[src/rtl/shift_deser_pkg.sv]
// Shared definitions for the serial shift chain (receive and transmit sides).
// Holds the FSM state encoding and a width helper for counters.
package shift_deser_pkg;

    typedef enum logic {
        ST_IDLE  = 1'b0,
        ST_SHIFT = 1'b1
    } state_t;

    // Ceiling log2, intended for elaboration-time width calculation.
    function automatic int clog2(input int value);
        int r;
        r = 0;
        for (int i = 0; i < 32; i++) begin
            if ((64'd1 << i) < 64'(value)) begin
                r = i + 1;
            end
        end
        return r;
    endfunction

endpackage

[src/rtl/shift_deser_hold.sv]
// Output holding register for the deserializer: valid/ready handshake on the
// completed word plus a sticky flag for words dropped while the holder is full.
module shift_deser_hold #(
    parameter int WIDTH = 8
) (
    input  logic             clk,
    input  logic             rst_n,
    input  logic [WIDTH-1:0] word,
    input  logic             word_done,
    input  logic             out_ready,
    input  logic             ovr_clr,
    output logic [WIDTH-1:0] out_data,
    output logic             out_valid,
    output logic             overrun
);

    logic accept_new;
    logic drop_new;

    // A new word may land if the holder is empty or is being drained this edge.
    assign accept_new = word_done && (!out_valid || out_ready);
    assign drop_new   = word_done && out_valid && !out_ready;

    always_ff @(posedge clk or negedge rst_n) begin
        if (!rst_n) begin
            out_data  <= '0;
            out_valid <= 1'b0;
        end else if (accept_new) begin
            out_data  <= word;
            out_valid <= 1'b1;
        end else if (out_valid && out_ready) begin
            out_valid <= 1'b0;
        end
    end

    // Setting beats clearing so a drop coinciding with ovr_clr is not lost.
    always_ff @(posedge clk or negedge rst_n) begin
        if (!rst_n) begin
            overrun <= 1'b0;
        end else if (drop_new) begin
            overrun <= 1'b1;
        end else if (ovr_clr) begin
            overrun <= 1'b0;
        end
    end

endmodule

[src/rtl/shift_deser.sv]
// Serial-to-parallel capture: assembles WIDTH-bit words from qualified serial
// bits and hands them to shift_deser_hold for the downstream handshake.
//
// state    | meaning
// ---------+--------------------------------------------------------------
// ST_IDLE  | waiting for start; s_valid alone is ignored
// ST_SHIFT | assembling a word; completes one edge after the last bit
module shift_deser
    import shift_deser_pkg::*;
#(
    parameter int WIDTH     = 8,
    parameter bit MSB_FIRST = 1'b1
) (
    input  logic             clk,
    input  logic             rst_n,
    input  logic             s_in,
    input  logic             s_valid,
    input  logic             start,
    output logic [WIDTH-1:0] out_data,
    output logic             out_valid,
    input  logic             out_ready,
    output logic             busy,
    output logic             overrun,
    input  logic             ovr_clr
);

    localparam int                CNT_W    = clog2(WIDTH) + 1;
    localparam logic [CNT_W-1:0] CNT_FULL = CNT_W'(WIDTH);

    state_t           state;
    state_t           state_nxt;
    logic [CNT_W-1:0] cnt;
    logic [WIDTH-1:0] sr;
    logic [WIDTH-1:0] sr_base;
    logic [WIDTH-1:0] sr_shifted;
    logic             word_done;

    // A start discards any partial word, so the shift begins from zero.
    always_comb begin
        sr_base = start ? '0 : sr;
        if (MSB_FIRST) begin
            sr_shifted = {sr_base[WIDTH-2:0], s_in};
        end else begin
            sr_shifted = {s_in, sr_base[WIDTH-1:1]};
        end
    end

    assign word_done = (state == ST_SHIFT) && (cnt == CNT_FULL);

    always_ff @(posedge clk or negedge rst_n) begin
        if (!rst_n) begin
            state <= ST_IDLE;
        end else begin
            state <= state_nxt;
        end
    end

    always_comb begin
        state_nxt = state;
        case (state)
            ST_IDLE: begin
                if (start) begin
                    state_nxt = ST_SHIFT;
                end
            end
            ST_SHIFT: begin
                if (start) begin
                    state_nxt = ST_SHIFT;
                end else if (word_done) begin
                    state_nxt = ST_IDLE;
                end
            end
            default: state_nxt = ST_IDLE;
        endcase
    end

    always_comb begin
        busy = (state == ST_SHIFT);
    end

    // The full word sits in sr for one cycle while the holder takes it.
    always_ff @(posedge clk or negedge rst_n) begin
        if (!rst_n) begin
            cnt <= '0;
            sr  <= '0;
        end else if (start) begin
            cnt <= s_valid ? CNT_W'(1) : '0;
            sr  <= s_valid ? sr_shifted : '0;
        end else if (word_done) begin
            cnt <= '0;
        end else if ((state == ST_SHIFT) && s_valid) begin
            cnt <= cnt + CNT_W'(1);
            sr  <= sr_shifted;
        end
    end

    shift_deser_hold #(
        .WIDTH(WIDTH)
    ) u_hold (
        .clk       (clk),
        .rst_n     (rst_n),
        .word      (sr),
        .word_done (word_done),
        .out_ready (out_ready),
        .ovr_clr   (ovr_clr),
        .out_data  (out_data),
        .out_valid (out_valid),
        .overrun   (overrun)
    );

endmodule

[config.mk]
export PLATFORM = sky130hd
export DESIGN_NAME = shift_deser
export DESIGN_NICKNAME = d
export VERILOG_FILES = /design/src/rtl/shift_deser_pkg.sv /design/src/rtl/shift_deser_hold.sv /design/src/rtl/shift_deser.sv
export SDC_FILE = /design/constraint.sdc
export NUM_CORES = 1
export LEC_CHECK = 0
export BUFFER_PORTS_ARGS = -buffer_cell sky130_fd_sc_hd__buf_2
export CAP_MARGIN = 20
export CORE_UTILIZATION = 45
export DETAILED_ROUTE_END_ITERATION = 10
export GPL_ROUTABILITY_DRIVEN = 0
export PLACE_DENSITY = 0.67
export SETUP_SLACK_MARGIN = 0.2
export SKIP_CTS_REPAIR_TIMING = 1
export SLEW_MARGIN = 20
export SYNTH_ARGS = -nofsm -noshare
export SYNTH_HDL_FRONTEND = slang
export SYNTH_SLANG_ARGS = --single-unit
[constraint.sdc]
create_clock -name clk -period 2.1 [get_ports clk]
set_input_delay 0.105 -clock clk [delete_from_list [all_inputs] [get_ports clk]]
set_output_delay 0.105 -clock clk [all_outputs]
set_load 0.05 [all_outputs]
### Word level (Yosys, flattened, before mapping)

Cells that the tools add are included.

| storage, ports and cells | value |
|---|---|
| bits in registers | 23 |
| input bits | 7 |
| output and inout bits | 11 |
| word-level logic and storage cells | 41 |

| operators by class | value |
|---|---|
| $add $sub $neg | 1 |
| equality and inequality tests | 2 |
| multiplexer cells | 17 |
| bitwise gates (word level) | 1 |
| reduce and logical (&&, ||, !) cells | 14 |

Operators by type and width:

| operator | number |
|---|---|
| $mux W8 | 4 |
| $mux W4 | 3 |
| $mux W1 | 8 |
| $mux W7 | 1 |
| $logic_and A1 B1 Y1 | 6 |
| $reduce_bool A2 Y1 | 3 |
| $add A4 B1 Y4 const B | 1 |
| $eq A4 B4 Y1 const B | 1 |
| $reduce_bool A3 Y1 | 1 |
| $logic_not A1 Y1 | 2 |
| $ne A2 B2 Y1 const B | 1 |
| $pmux W1 S2 | 1 |
| $reduce_and A2 Y1 | 1 |
| $logic_or A1 B1 Y1 | 1 |
| $not A1 Y1 | 1 |

### Depth between registers and ports, before layout

Gate-level depths: netlist of the first run.

| depth | value |
|---|---|
| depth in word-level cells | 5 |
| depth in mapped cells | 6 |
| gate-level depth less buffers | 5 |

### Modules after synthesis

Synthesis of the first run repeated with hierarchy kept, for this count alone.

| second synthesis, totals | value |
|---|---|
| cells, all modules | 82 |
| area, all modules | 1069.8 um^2 |

Modules (own cells, without submodules):

| module | times used | cells an instance | area each (um^2) | sequential area each (um^2) |
|---|---|---|---|---|
| shift_deser | 1 | 58 | 656.9 | 325.3 |
| shift_deser_hold | 1 | 24 | 412.9 | 250.2 |

### Least setup slack after synthesis of the first run

OpenSTA, ideal clock, no wires.

| timing | value |
|---|---|
| path type | flip-flop to flip-flop |
| start | reg state (netlist: busy) |
| end | reg u_hold.out_data[0] |
| library setup time | 0.125 ns |
| arrival | 1.611 ns |
| data required time | 1.975 ns |
| slack | 0.364 ns |
| cell stages (with the launch flop) | 5 |
| path buffers | 1 |
| clock period less this slack | 1.736 ns |
| cell sequence | dfrtp_1 -> inv_1 -> or3b_1 -> buf_6 -> mux2_4 |

| between the ends | value |
|---|---|
| cells in the longest elaborated chain, start to end | 2 |

Ends and longest elaborated chain:

| what | line | source |
|---|---|---|
| start, declared | shift_deser.sv:30 | `state_t state;` |
| start signal, assigned | shift_deser.sv:54 | `state <= state_nxt;` |
| $logic_and A1 B1 Y1 | shift_deser.sv:48 | `assign word_done = (state == ST_SHIFT) && (cnt == CNT_FULL);` |
| $logic_and A1 B1 Y1 | shift_deser_hold.sv:21 | `assign accept_new = word_done && (!out_valid \|\| out_ready);` |
| end signal, assigned | shift_deser_hold.sv:29 | `out_data <= word;` |
| end, declared | shift_deser_hold.sv:12 | `output logic [WIDTH-1:0] out_data,` |

No other way between the ends.
A chain may end at the register's enable or synchronous reset.

### Final worst setup path of the first run

| timing | value |
|---|---|
| start | reg cnt[0] |
| end | reg u_hold.out_data[0] |

| between the ends | value |
|---|---|
| cells in the longest elaborated chain, start to end | 3 |

Ends and longest elaborated chain:

| what | line | source |
|---|---|---|
| start, declared | shift_deser.sv:32 | `logic [CNT_W-1:0] cnt;` |
| start signal, assigned | shift_deser.sv:87 | `cnt <= s_valid ? CNT_W'(1) : '0;` |
| start signal, assigned | shift_deser.sv:92 | `cnt <= cnt + CNT_W'(1);` |
| $eq A4 B4 Y1 | shift_deser.sv:48 |  |
| $logic_and A1 B1 Y1 | shift_deser.sv:48 |  |
| $logic_and A1 B1 Y1 | shift_deser_hold.sv:21 |  |

No other way between the ends.

==> impl_metrics.env, run 1 <==
export IMPL_core_region_area_um2=2210
export IMPL_setup_viol_count_final=0
export IMPL_clock_tree_htree_level_count=1
export IMPL_share_seq_of_total_power=0.638
export IMPL_fmaxAchievable_mhz=564
export IMPL_worstPathRequired_ps=2290
export IMPL_synth_area_leaders="sky130_fd_sc_hd__dfrtp_1 (54%), sky130_fd_sc_hd__mux2_4 (11%), sky130_fd_sc_hd__mux2i_1 (7.5%)"
export IMPL_min_period_ps=1770
export IMPL_postSynth_topFlopCell="sky130_fd_sc_hd__dfrtp_1"
export IMPL_synth_top_cell_area_share=0.542
export IMPL_timing_max_slew_rel_slack=0.665
export IMPL_final_layout_worst_hold_slack_ps=57.7
export IMPL_r2r_start="cnt[0]"
export IMPL_routed_via_density=5.01
export IMPL_syn_inst=83
export IMPL_fp_dieH_um=50.6
export IMPL_timing_reg2reg_setup_slack_ps=330
export IMPL_p_leak_nw=0.677
export IMPL_tritoncts="built"
export IMPL_cp_max_fo=8
export IMPL_synth_async_reset_ratio=1.00
export IMPL_antenna_found_initial=0
export IMPL_dpl_cell_area_um2=1180
export IMPL_grt_max_degree=24
export IMPL_final_net_count=115
export IMPL_synth_area_per_cell_um2=12.8
export IMPL_combinationalPowerShare=0.090
export IMPL_dieArea_um2=2560
export IMPL_num_rows=17
export IMPL_totalWireLength_um=1810
export IMPL_timing_hold_worst_endpoint="sr[0]"
export IMPL_detail_route_antenna_nets=0
export IMPL_placement_setup_worst_slack_ps=191
export IMPL_synth_seq_area_share=0.542
export IMPL_clock_power_share=0.272
export IMPL_fin_worst_skew_ps=1.24
export IMPL_drc=0
export IMPL_setup_repair_after_global_routing_missed_its_margin="no"
export IMPL_drive_above_1_share=0.305
export IMPL_synthDistinctLibCells=27
export IMPL_buffer_cell_driving_the_clock_tree_root="sky130_fd_sc_hd__clkbuf_4"
export IMPL_synth_top_area_cell="sky130_fd_sc_hd__dfrtp_1"
export IMPL_worst_endpoint_arrival_ps=1970
export IMPL_power_per_cell_area_nw_per_um2=586
export IMPL_syn_area_um2=1060
export IMPL_switching_power_w=0.000165
export IMPL_yosys_register_bits=23
export IMPL_worst_setup_path_type="flop to flop"
export IMPL_fin_ws_ps=326
export IMPL_startpoint_type="flop"
export IMPL_first_global_vias=699
export IMPL_synth_edf_count=0
export IMPL_buffer_ports_inserted=17
export IMPL_finalSetupTns_ps=0
export IMPL_yosysWarnings=0
export IMPL_min_path_type="input port to flop"
export IMPL_r2r_path_end="u_hold.out_data[0]"
export IMPL_hold_path_startpoint="s_in"
export IMPL_layout_area_overhead_vs_synth_pct=15.4
export IMPL_clock_sinks=23
export IMPL_first_pass_grt_wire_length_um=3080
export IMPL_p_int_w=0.000553
export IMPL_worst_r2r_path_depth=5
export IMPL_outcome="finished clean"
export IMPL_worst_setup_hold_path_clk_slew_ps=120
export IMPL_number_of_buffers_added_by_the_clock_tree_synthesis_step=3
export IMPL_final_area_um2=1220
export IMPL_detail_route_first_pass_iterations=4
export IMPL_commonest_cells_in_the_synthesized_netlist="sky130_fd_sc_hd__dfrtp_1 (23), sky130_fd_sc_hd__nand2b_1 (9), sky130_fd_sc_hd__mux2_4 (8), sky130_fd_sc_hd__mux2i_1 (8), sky130_fd_sc_hd__inv_1 (7)"
export IMPL_hold_violations=0
export IMPL_ctsLongestPathBuffers=2
export IMPL_start_util=0.480
export IMPL_chip_width_um=50.6
export IMPL_drt_wirelength_per_cell_um=13.6
export IMPL_dr_total_vias=666
export IMPL_clk_latency_ps=300
export IMPL_grtUsageTotal=0.165
export IMPL_nFillCells=208
export IMPL_grt_ovfl_total=0
export IMPL_max_rail_drop_vdd_v=0.000477
export IMPL_dp_hpwl_um=1320
export IMPL_first_iter_violations=6
export IMPL_hold_depth=3
export IMPL_antennaDiodeCount=0
export IMPL_cap_violations=0
export IMPL_syn_nets=92
export IMPL_pin_count=18
export IMPL_final_max_slew_viol_count=0
export IMPL_timing_worst_slew_pin_value_ps=503
export IMPL_synth_most_common_cell="sky130_fd_sc_hd__dfrtp_1"
export IMPL_post_route_util=0.554
export IMPL_fin_crit_share=0.845
export IMPL_switching_share=0.230
export IMPL_element_type_at_the_critical_path_end="flop"
==> power groups by stage <==
stage / clock network, W / logic [W] / registers, W
3_3_place_gp: 0 / 0.0000607 / 0.000466
6_report: 0.000195 / 0.0000648 / 0.000458
5_1_grt: 0.000228 / 0.0000733 / 0.000459
3_5_place_dp: 0 / 0.0000624 / 0.000467
4_1_cts: 0.000205 / 0.0000626 / 0.000458
2_1_floorplan: 0 / 0.0000355 / 0.000467
==> routing by layer <==
metal | GRT usage | wire [um] | up-vias
met3 | 0.0364 | 45 | 2
met2 | 0.276 | 884 | 11
met4 | 0.0694 | 10 | 0
met5 | 0 | 0 | -
met1 | 0.205 | 868 | 317
li1 | - | - | 336
==> worst max path at each step <==
stage                start                  to  slack (ps)  depth (start not counted)
global placement    cnt[0]  u_hold.out_data[5]         230                          5
CTS                 cnt[0]  u_hold.out_data[0]         170                          5
detailed placement  cnt[0]  u_hold.out_data[0]         190                          5
floorplan             busy  u_hold.out_data[0]         360                          4
finish              cnt[0]  u_hold.out_data[0]         330                          5
global route        cnt[0]  u_hold.out_data[0]         270                          5
==> cells in the final DEF (no fill, tap or decap) <==
cell type,n
sky130_fd_sc_hd__dfrtp_1,23
sky130_fd_sc_hd__buf_2,17
sky130_fd_sc_hd__nand2b_1,9
sky130_fd_sc_hd__mux2i_1,8
sky130_fd_sc_hd__mux2_4,8
sky130_fd_sc_hd__inv_1,7
sky130_fd_sc_hd__nand2_1,4
sky130_fd_sc_hd__clkbuf_4,3
sky130_fd_sc_hd__a21oi_1,2
sky130_fd_sc_hd__o22ai_1,2
sky130_fd_sc_hd__ha_1,2
sky130_fd_sc_hd__dlygate4sd3_1,2
sky130_fd_sc_hd__buf_4,2
sky130_fd_sc_hd__nand3b_4,1
sky130_fd_sc_hd__nor2b_1,1
sky130_fd_sc_hd__or3b_4,1
sky130_fd_sc_hd__nand4b_1,1
sky130_fd_sc_hd__nand3_1,1
sky130_fd_sc_hd__nor2_1,1
sky130_fd_sc_hd__a211o_1,1
sky130_fd_sc_hd__o31ai_1,1
sky130_fd_sc_hd__or2b_1,1
sky130_fd_sc_hd__or3_1,1
sky130_fd_sc_hd__nand4_1,1
sky130_fd_sc_hd__nand3b_1,1
sky130_fd_sc_hd__o221ai_1,1
sky130_fd_sc_hd__a31oi_1,1
sky130_fd_sc_hd__o32ai_1,1
sky130_fd_sc_hd__clkbuf_1,1
==> logic make-up (layout without fill, tap and decap cells) <==
| group | count (synthesis) | in the layout | synth area share |
|---|---|---|---|
| flip-flops | 23 | 23 | 0.542 |
| multiplexers | 16 | 16 | 0.189 |
| AO/OA/AOI/OAI | 9 | 9 | 0.0590 |
| buffers and inverters | 10 | 32 | 0.0436 |
| AND/OR/NAND/NOR | 23 | 23 | 0.143 |
| adder cells (fa/ha/maj) | 2 | 2 | 0.0236 |
==> sequential cells by signal, summed over array words and instances (netlist names) <==
name              flops
u_hold.out_valid      1
u_hold.out_data       8
sr                    8
cnt                   4
busy                  1
u_hold.overrun        1
==> critical path, cell delays in order, from the launching register on <==
cell and delay [ps]:
sky130_fd_sc_hd__dfrtp_1 420, sky130_fd_sc_hd__inv_1 100, sky130_fd_sc_hd__ha_1 240, sky130_fd_sc_hd__nand3b_4 110, sky130_fd_sc_hd__or3b_4 480, sky130_fd_sc_hd__mux2_4 330
==> layout make-up <==
class | instances | area [um2] | share of cell area
Inverter | 7 | 26.3 | 0.0215
Tap cell | 28 | 35.0 | 0.0286
Timing Repair Buffer | 21 | 120 | 0.0981
Multi-Input combinational cell | 50 | 442 | 0.361
Sequential cell | 23 | 576 | 0.470
Clock buffer | 4 | 26.3 | 0.0215
==> per-stage QoR <==
step | instances | power (W)
global placement | 127 | 0.000526
detailed placement | 127 | 0.000529
CTS | 131 | 0.000726
floorplan | 83 | 0.000502
finish | 133 | 0.000718
global route | 133 | 0.000760
No activity file was read; power rests on OpenSTA's default activity.
==> run 2: changes to the inputs <==
Clock period 2.1 ns to 1.8 ns, I/O delays scaled along.
==> run 2 against run 1 <==
Combinational power up 44%. Sequential share of layout area fell by 1.5 points. Highest routed layer unchanged. Critical endpoint unchanged. Largest power group unchanged. Die area unchanged.
==> impl_metrics.env, run 2 (synthesis gave the netlist of run 1 again) <==
export IMPL_clock_sinks=23
export IMPL_combinationalPowerShare=0.108
export IMPL_dpl_cell_area_um2=1190
export IMPL_drive_above_1_share=0.385
export IMPL_fin_crit_share=0.949
export IMPL_startpoint_type="flop"
export IMPL_fin_worst_skew_ps=2.42
export IMPL_worstPathRequired_ps=2010
export IMPL_buffer_ports_inserted=17
export IMPL_detail_route_antenna_nets=0
export IMPL_pin_count=18
export IMPL_mostFrequentLayoutCells="sky130_fd_sc_hd__dfrtp_1 (21), sky130_fd_sc_hd__buf_2 (17), sky130_fd_sc_hd__nand2b_1 (9), sky130_fd_sc_hd__mux2i_1 (8), sky130_fd_sc_hd__mux2_4 (8)"
export IMPL_r2r_start="cnt[0]"
export IMPL_first_pass_grt_wire_length_um=3010
export IMPL_crit_path_start="cnt[0]"
export IMPL_dr_total_vias=702
export IMPL_cap_violations=0
export IMPL_nFillCells=197
export IMPL_grt_max_degree=24
export IMPL_cp_max_fo=8
export IMPL_cp_slowest_cell="sky130_fd_sc_hd__or3b_4"
export IMPL_cp_depth=5
export IMPL_buffer_cell_driving_the_clock_tree_root="sky130_fd_sc_hd__clkbuf_4"
export IMPL_reg_largest_list="sr: 8 flops, u_hold.out_data: 8 flops, cnt: 4 flops"
export IMPL_hold_depth=3
export IMPL_max_rail_drop_vdd_v=0.000650
export IMPL_p_leak_nw=0.696
export IMPL_outcome="finished clean"
export IMPL_timing_reg2reg_setup_slack_ps=90
export IMPL_antenna_found_initial=0
export IMPL_start_util=0.480
export IMPL_first_global_vias=663
export IMPL_totalWireLength_um=1880
export IMPL_final_max_slew_viol_count=0
export IMPL_num_rows=17
export IMPL_clk_latency_ps=310
export IMPL_min_period_ps=1710
export IMPL_placement_setup_worst_slack_ps=-28.7
export IMPL_fin_ws_ps=92.2
export IMPL_dieArea_um2=2560
export IMPL_max_stage_delay_ps=500
export IMPL_worst_endpoint_arrival_ps=1920
export IMPL_routed_via_density=5.12
export IMPL_setup_viol_count_final=0
export IMPL_switching_power_w=0.000212
export IMPL_worst_path_dominant_cell_family="simple AND/OR/NAND/NOR gates"
export IMPL_dp_hpwl_um=1250
export IMPL_timing_worst_slew_pin_value_ps=510
export IMPL_destination_of_the_critical_timing_path="u_hold.out_data[0]"
export IMPL_layout_area_overhead_vs_synth_pct=19.8
export IMPL_clock_power_share=0.276
export IMPL_grt_ovfl_total=0
export IMPL_hold_violations=0
export IMPL_timing_max_slew_rel_slack=0.660
export IMPL_clock_tree_htree_level_count=1
export IMPL_drc=0
export IMPL_ctsLongestPathBuffers=2
export IMPL_drt_wirelength_per_cell_um=13.7
export IMPL_detail_route_first_pass_iterations=4
export IMPL_r2r_path_end="u_hold.out_data[0]"
export IMPL_share_seq_of_total_power=0.616
export IMPL_core_region_area_um2=2210
export IMPL_element_type_at_the_critical_path_end="flop"
export IMPL_number_of_buffers_added_by_the_clock_tree_synthesis_step=3
export IMPL_grtUsageTotal=0.165
export IMPL_series_of_cell_instances_along_the_critical_path="inv_2 -> ha_4 -> nand3b_4 -> or3b_4 -> mux2_4"
export IMPL_p_int_w=0.000654
export IMPL_switching_share=0.245
export IMPL_fp_dieH_um=50.6
export IMPL_fmaxAchievable_mhz=586
export IMPL_worst_r2r_path_depth=5
export IMPL_tritoncts="built"
export IMPL_setup_repair_after_global_routing_missed_its_margin="yes"
export IMPL_worst_setup_hold_path_clk_slew_ps=130
export IMPL_final_net_count=119
export IMPL_power_per_cell_area_nw_per_um2=682
export IMPL_worst_path_buf_inv=1
export IMPL_antennaDiodeCount=0
export IMPL_worst_setup_path_type="flop to flop"
export IMPL_chip_width_um=50.6
export IMPL_most_common_library_cell_in_the_layout_ignoring_fill_and_taps="sky130_fd_sc_hd__dfrtp_1"
export IMPL_final_area_um2=1270
export IMPL_min_path_type="input port to flop"
export IMPL_first_iter_violations=7
run 2: cell count changes in the layout (fill, tap and decap cells not counted), sizes merged:
cell    change
clkbuf      -1
buf         +4
clkinv      +1
run 2: worst min-delay path by stage:
stage	startpoint	endpoint	slack (ps)
after floorplan	rst_n	busy	-210
after global placement	rst_n	u_hold.out_data[7]	90
after detailed placement	rst_n	u_hold.out_data[7]	90
after CTS	rst_n	u_hold.out_data[7]	-270
after global routing	s_in	sr[0]	20
final	s_in	sr[0]	20
run 2: layout make-up:
| type | instances | area [um2] | share of cell area |
|---|---|---|---|
| flip-flops and latches | 23 | 578 | 0.455 |
| multi-input cells | 50 | 454 | 0.357 |
| repair buffers | 25 | 150 | 0.118 |
| well taps | 28 | 35.0 | 0.0276 |
| inverters | 7 | 26.3 | 0.0207 |
| clock buffers | 3 | 22.5 | 0.0177 |
| clock inverters | 1 | 5.00 | 0.00394 |
run 2: routing by layer:
metal	share of wire	routed length, um	vias to the layer above	GRT usage
met5	0	0	-	0
met4	0.0075	14	0	0.0417
met3	0.034	63	2	0.0545
met2	0.51	959	16	0.276
met1	0.45	839	343	0.205
li1	-	-	341	-
run 2: through the flow:
step / instances / setup TNS (ps) / utilization / power [W] / hold slack, ps
2_1_floorplan: 83 / 0 / - / 0.000593 / -206
3_3_place_gp: 127 / -10.9 / 0.538 / 0.000622 / 86.5
3_5_place_dp: 127 / -181 / 0.538 / 0.000624 / 91.9
4_1_cts: 131 / -361 / 0.551 / 0.000864 / -266
5_1_grt: 137 / 0 / 0.575 / 0.000905 / 20.5
6_report: 137 / 0 / 0.575 / 0.000867 / 22.8
run 2: power by group through the flow:
stage / Clock, W / Combinational, W / Sequential, W
3_3_place_gp: 0 / 0.0000778 / 0.000544
4_1_cts: 0.000249 / 0.0000805 / 0.000534
6_report: 0.000239 / 0.0000935 / 0.000534
2_1_floorplan: 0 / 0.0000475 / 0.000545
5_1_grt: 0.000266 / 0.000104 / 0.000535
3_5_place_dp: 0 / 0.0000798 / 0.000544
run 2: worst min-delay path, cell delays in order:
cell	delay, ps
sky130_fd_sc_hd__buf_2	100
sky130_fd_sc_hd__nand2_1	50
sky130_fd_sc_hd__o22ai_1	60
==> run 3: changes to the inputs <==
Settings changed: ABC_AREA set to 1.
==> run 3 against run 2 <==
Hold slack better by 77 ps. Clock skew up 1.0 ps. Register-to-register slack better by 270 ps. Area after synthesis down 2.9%. Sequential cell count unchanged. First-iteration DRC count up 140%. Cell count up 15%. Synthesized cell count up 31%.
==> impl_metrics.env, run 3 <==
export IMPL_drc=0
export IMPL_syn_inst=109
export IMPL_finalSetupTns_ps=0
export IMPL_tritoncts="built"
export IMPL_routed_via_density=4.70
export IMPL_detail_route_first_pass_iterations=4
export IMPL_final_net_count=141
export IMPL_commonest_cells_in_the_synthesized_netlist="sky130_fd_sc_hd__nand2_1 (29), sky130_fd_sc_hd__dfrtp_1 (23), sky130_fd_sc_hd__inv_1 (17)"
export IMPL_grt_max_degree=24
export IMPL_worst_setup_hold_path_clk_slew_ps=120
export IMPL_synth_area_leaders="sky130_fd_sc_hd__dfrtp_1 (56%), sky130_fd_sc_hd__nand2_1 (11%), sky130_fd_sc_hd__o21ai_2 (6.8%)"
export IMPL_fin_crit_share=0.798
export IMPL_syn_area_um2=1030
export IMPL_fin_ws_ps=364
export IMPL_drive_above_1_share=0.275
export IMPL_postSynth_topFlopCell="sky130_fd_sc_hd__dfrtp_1"
export IMPL_chip_width_um=49.8
export IMPL_detail_route_antenna_nets=0
export IMPL_r2r_start="cnt[0]"
export IMPL_synth_area_per_cell_um2=9.45
export IMPL_antennaDiodeCount=0
export IMPL_buffer_ports_inserted=17
export IMPL_dp_hpwl_um=1310
export IMPL_final_max_slew_viol_count=0
export IMPL_fmaxAchievable_mhz=696
export IMPL_antenna_found_initial=0
export IMPL_ctsLongestPathBuffers=2
export IMPL_start_util=0.499
export IMPL_buffer_cell_driving_the_clock_tree_root="sky130_fd_sc_hd__clkbuf_4"
export IMPL_timing_max_slew_rel_slack=0.660
export IMPL_clock_tree_htree_level_count=1
export IMPL_cp_max_fo=16
export IMPL_destination_of_the_critical_timing_path="u_hold.out_data[6]"
export IMPL_drt_wirelength_per_cell_um=11.4
export IMPL_yosysWarnings=0
export IMPL_synth_top_area_cell="sky130_fd_sc_hd__dfrtp_1"
export IMPL_clk_latency_ps=310
export IMPL_startpoint_type="flop"
export IMPL_pin_count=18
export IMPL_fp_dieH_um=49.8
export IMPL_yosys_register_bits=23
export IMPL_element_type_at_the_critical_path_end="flop"
export IMPL_syn_nets=118
export IMPL_fin_worst_skew_ps=3.44
export IMPL_dpl_cell_area_um2=1140
export IMPL_cap_violations=0
export IMPL_worstPathRequired_ps=2010
export IMPL_placement_setup_worst_slack_ps=376
export IMPL_num_rows=16
export IMPL_final_layout_worst_hold_slack_ps=99.5
export IMPL_number_of_buffers_added_by_the_clock_tree_synthesis_step=3
export IMPL_first_pass_grt_wire_length_um=3410
export IMPL_worst_r2r_path_depth=7
export IMPL_p_total_w=0.000885
export IMPL_max_stage_delay_ps=440
export IMPL_cp_slowest_cell="sky130_fd_sc_hd__dfrtp_1"
export IMPL_reg_largest_list="sr: 8 flops, u_hold.out_data: 8 flops, cnt: 4 flops"
export IMPL_timing_reg2reg_setup_slack_ps=360
export IMPL_synthDistinctLibCells=19
export IMPL_hold_violations=0
export IMPL_min_path_type="input port to flop"
export IMPL_layout_area_overhead_vs_synth_pct=16.0
export IMPL_synth_seq_area_share=0.559
export IMPL_synth_top_cell_area_share=0.559
export IMPL_clock_sinks=23
export IMPL_synth_edf_count=0
export IMPL_crit_path_start="cnt[0]"
export IMPL_p_leak_nw=0.610
export IMPL_hold_depth=4
export IMPL_setup_repair_after_global_routing_missed_its_margin="no"
export IMPL_synth_async_reset_ratio=1.00
export IMPL_max_rail_drop_vdd_v=0.000463
export IMPL_power_per_cell_area_nw_per_um2=740
export IMPL_worst_endpoint_arrival_ps=1640
export IMPL_r2r_path_end="u_hold.out_data[6]"
export IMPL_synth_most_common_cell="sky130_fd_sc_hd__nand2_1"
export IMPL_outcome="finished clean"
export IMPL_totalWireLength_um=1800
export IMPL_final_area_um2=1190
export IMPL_worst_setup_path_type="flop to flop"
export IMPL_dieArea_um2=2480
export IMPL_first_global_vias=777
export IMPL_setup_viol_count_final=0
export IMPL_min_period_ps=1440
export IMPL_timing_worst_slew_pin_value_ps=510
export IMPL_most_common_library_cell_in_the_layout_ignoring_fill_and_taps="sky130_fd_sc_hd__nand2_1"
export IMPL_dr_total_vias=743
export IMPL_core_region_area_um2=2060
export IMPL_series_of_cell_instances_along_the_critical_path="inv_1 -> ha_1 -> nand4_4 -> inv_2 -> nand2_4 -> nand2_1 -> o21ai_2"
export IMPL_mostFrequentLayoutCells="sky130_fd_sc_hd__nand2_1 (29), sky130_fd_sc_hd__dfrtp_1 (23), sky130_fd_sc_hd__inv_1 (17), sky130_fd_sc_hd__buf_2 (17)"
export IMPL_grt_ovfl_total=0
export IMPL_grtUsageTotal=0.186
export IMPL_first_iter_violations=17
==> run 3: how the worst min path moves through the flow <==
stage,to,start,slack (ps)
6_report,cnt[3],start,100
4_1_cts,u_hold.overrun,rst_n,-260
3_5_place_dp,u_hold.overrun,rst_n,90
3_3_place_gp,u_hold.overrun,rst_n,90
5_1_grt,cnt[3],start,90
2_1_floorplan,busy,rst_n,-210
==> run 3: final cells by class <==
cell class / instances / area (um2)
fillers: 199 / 867
flip-flops and latches: 23 / 576
multi-input cells: 67 / 385
repair buffers: 19 / 105
inverters: 18 / 67.6
well taps: 27 / 33.8
clock buffers: 3 / 22.5
clock inverters: 1 / 5.00
==> run 3: through the flow <==
step / instances / utilization
3_3_place_gp: 152 / 0.552
5_1_grt: 158 / 0.579
6_report: 158 / 0.579
3_5_place_dp: 152 / 0.552
4_1_cts: 156 / 0.565
2_1_floorplan: 109 / -
==> run 3: cell families (layout without fill, tap and decap cells) <==
| logic type | Yosys count | count (layout) | share of synthesized area |
|---|---|---|---|
| XOR/XNOR | 1 | 1 | 0.00851 |
| flip-flops | 23 | 23 | 0.559 |
| adder cells (fa/ha/maj) | 2 | 2 | 0.0243 |
| AND/OR/NAND/NOR | 43 | 43 | 0.199 |
| AO/OA/AOI/OAI | 21 | 21 | 0.132 |
| buffers and inverters | 19 | 41 | 0.0765 |
==> run 3: critical path: cells and delay by family (launching register included) <==
kind	cells	cell delay (ps)
adders and majority gates	1	240
and+or+nand+nor	3	410
DFF	1	440
AOI/OAI and AO/OA	1	50
buffers and inverters	2	200
==> run 3: routing by layer <==
layer / vias up / track usage / wire length, um
met5: - / 0 / 0
met4: 0 / 0.0429 / 14
met3: 2 / 0.0556 / 85
met2: 20 / 0.295 / 771
met1: 331 / 0.249 / 933
li1: 390 / - / -
==> run 3: where the power goes <==
| part | internal (W) | total, W | switching, W |
|---|---|---|---|
| Clock | 0.0000830 | 0.000233 | 0.000150 |
| Combinational | 0.0000337 | 0.000105 | 0.0000710 |
| Sequential | 0.000534 | 0.000547 | 0.0000135 |
| Total | 0.000650 | 0.000885 | 0.000234 |
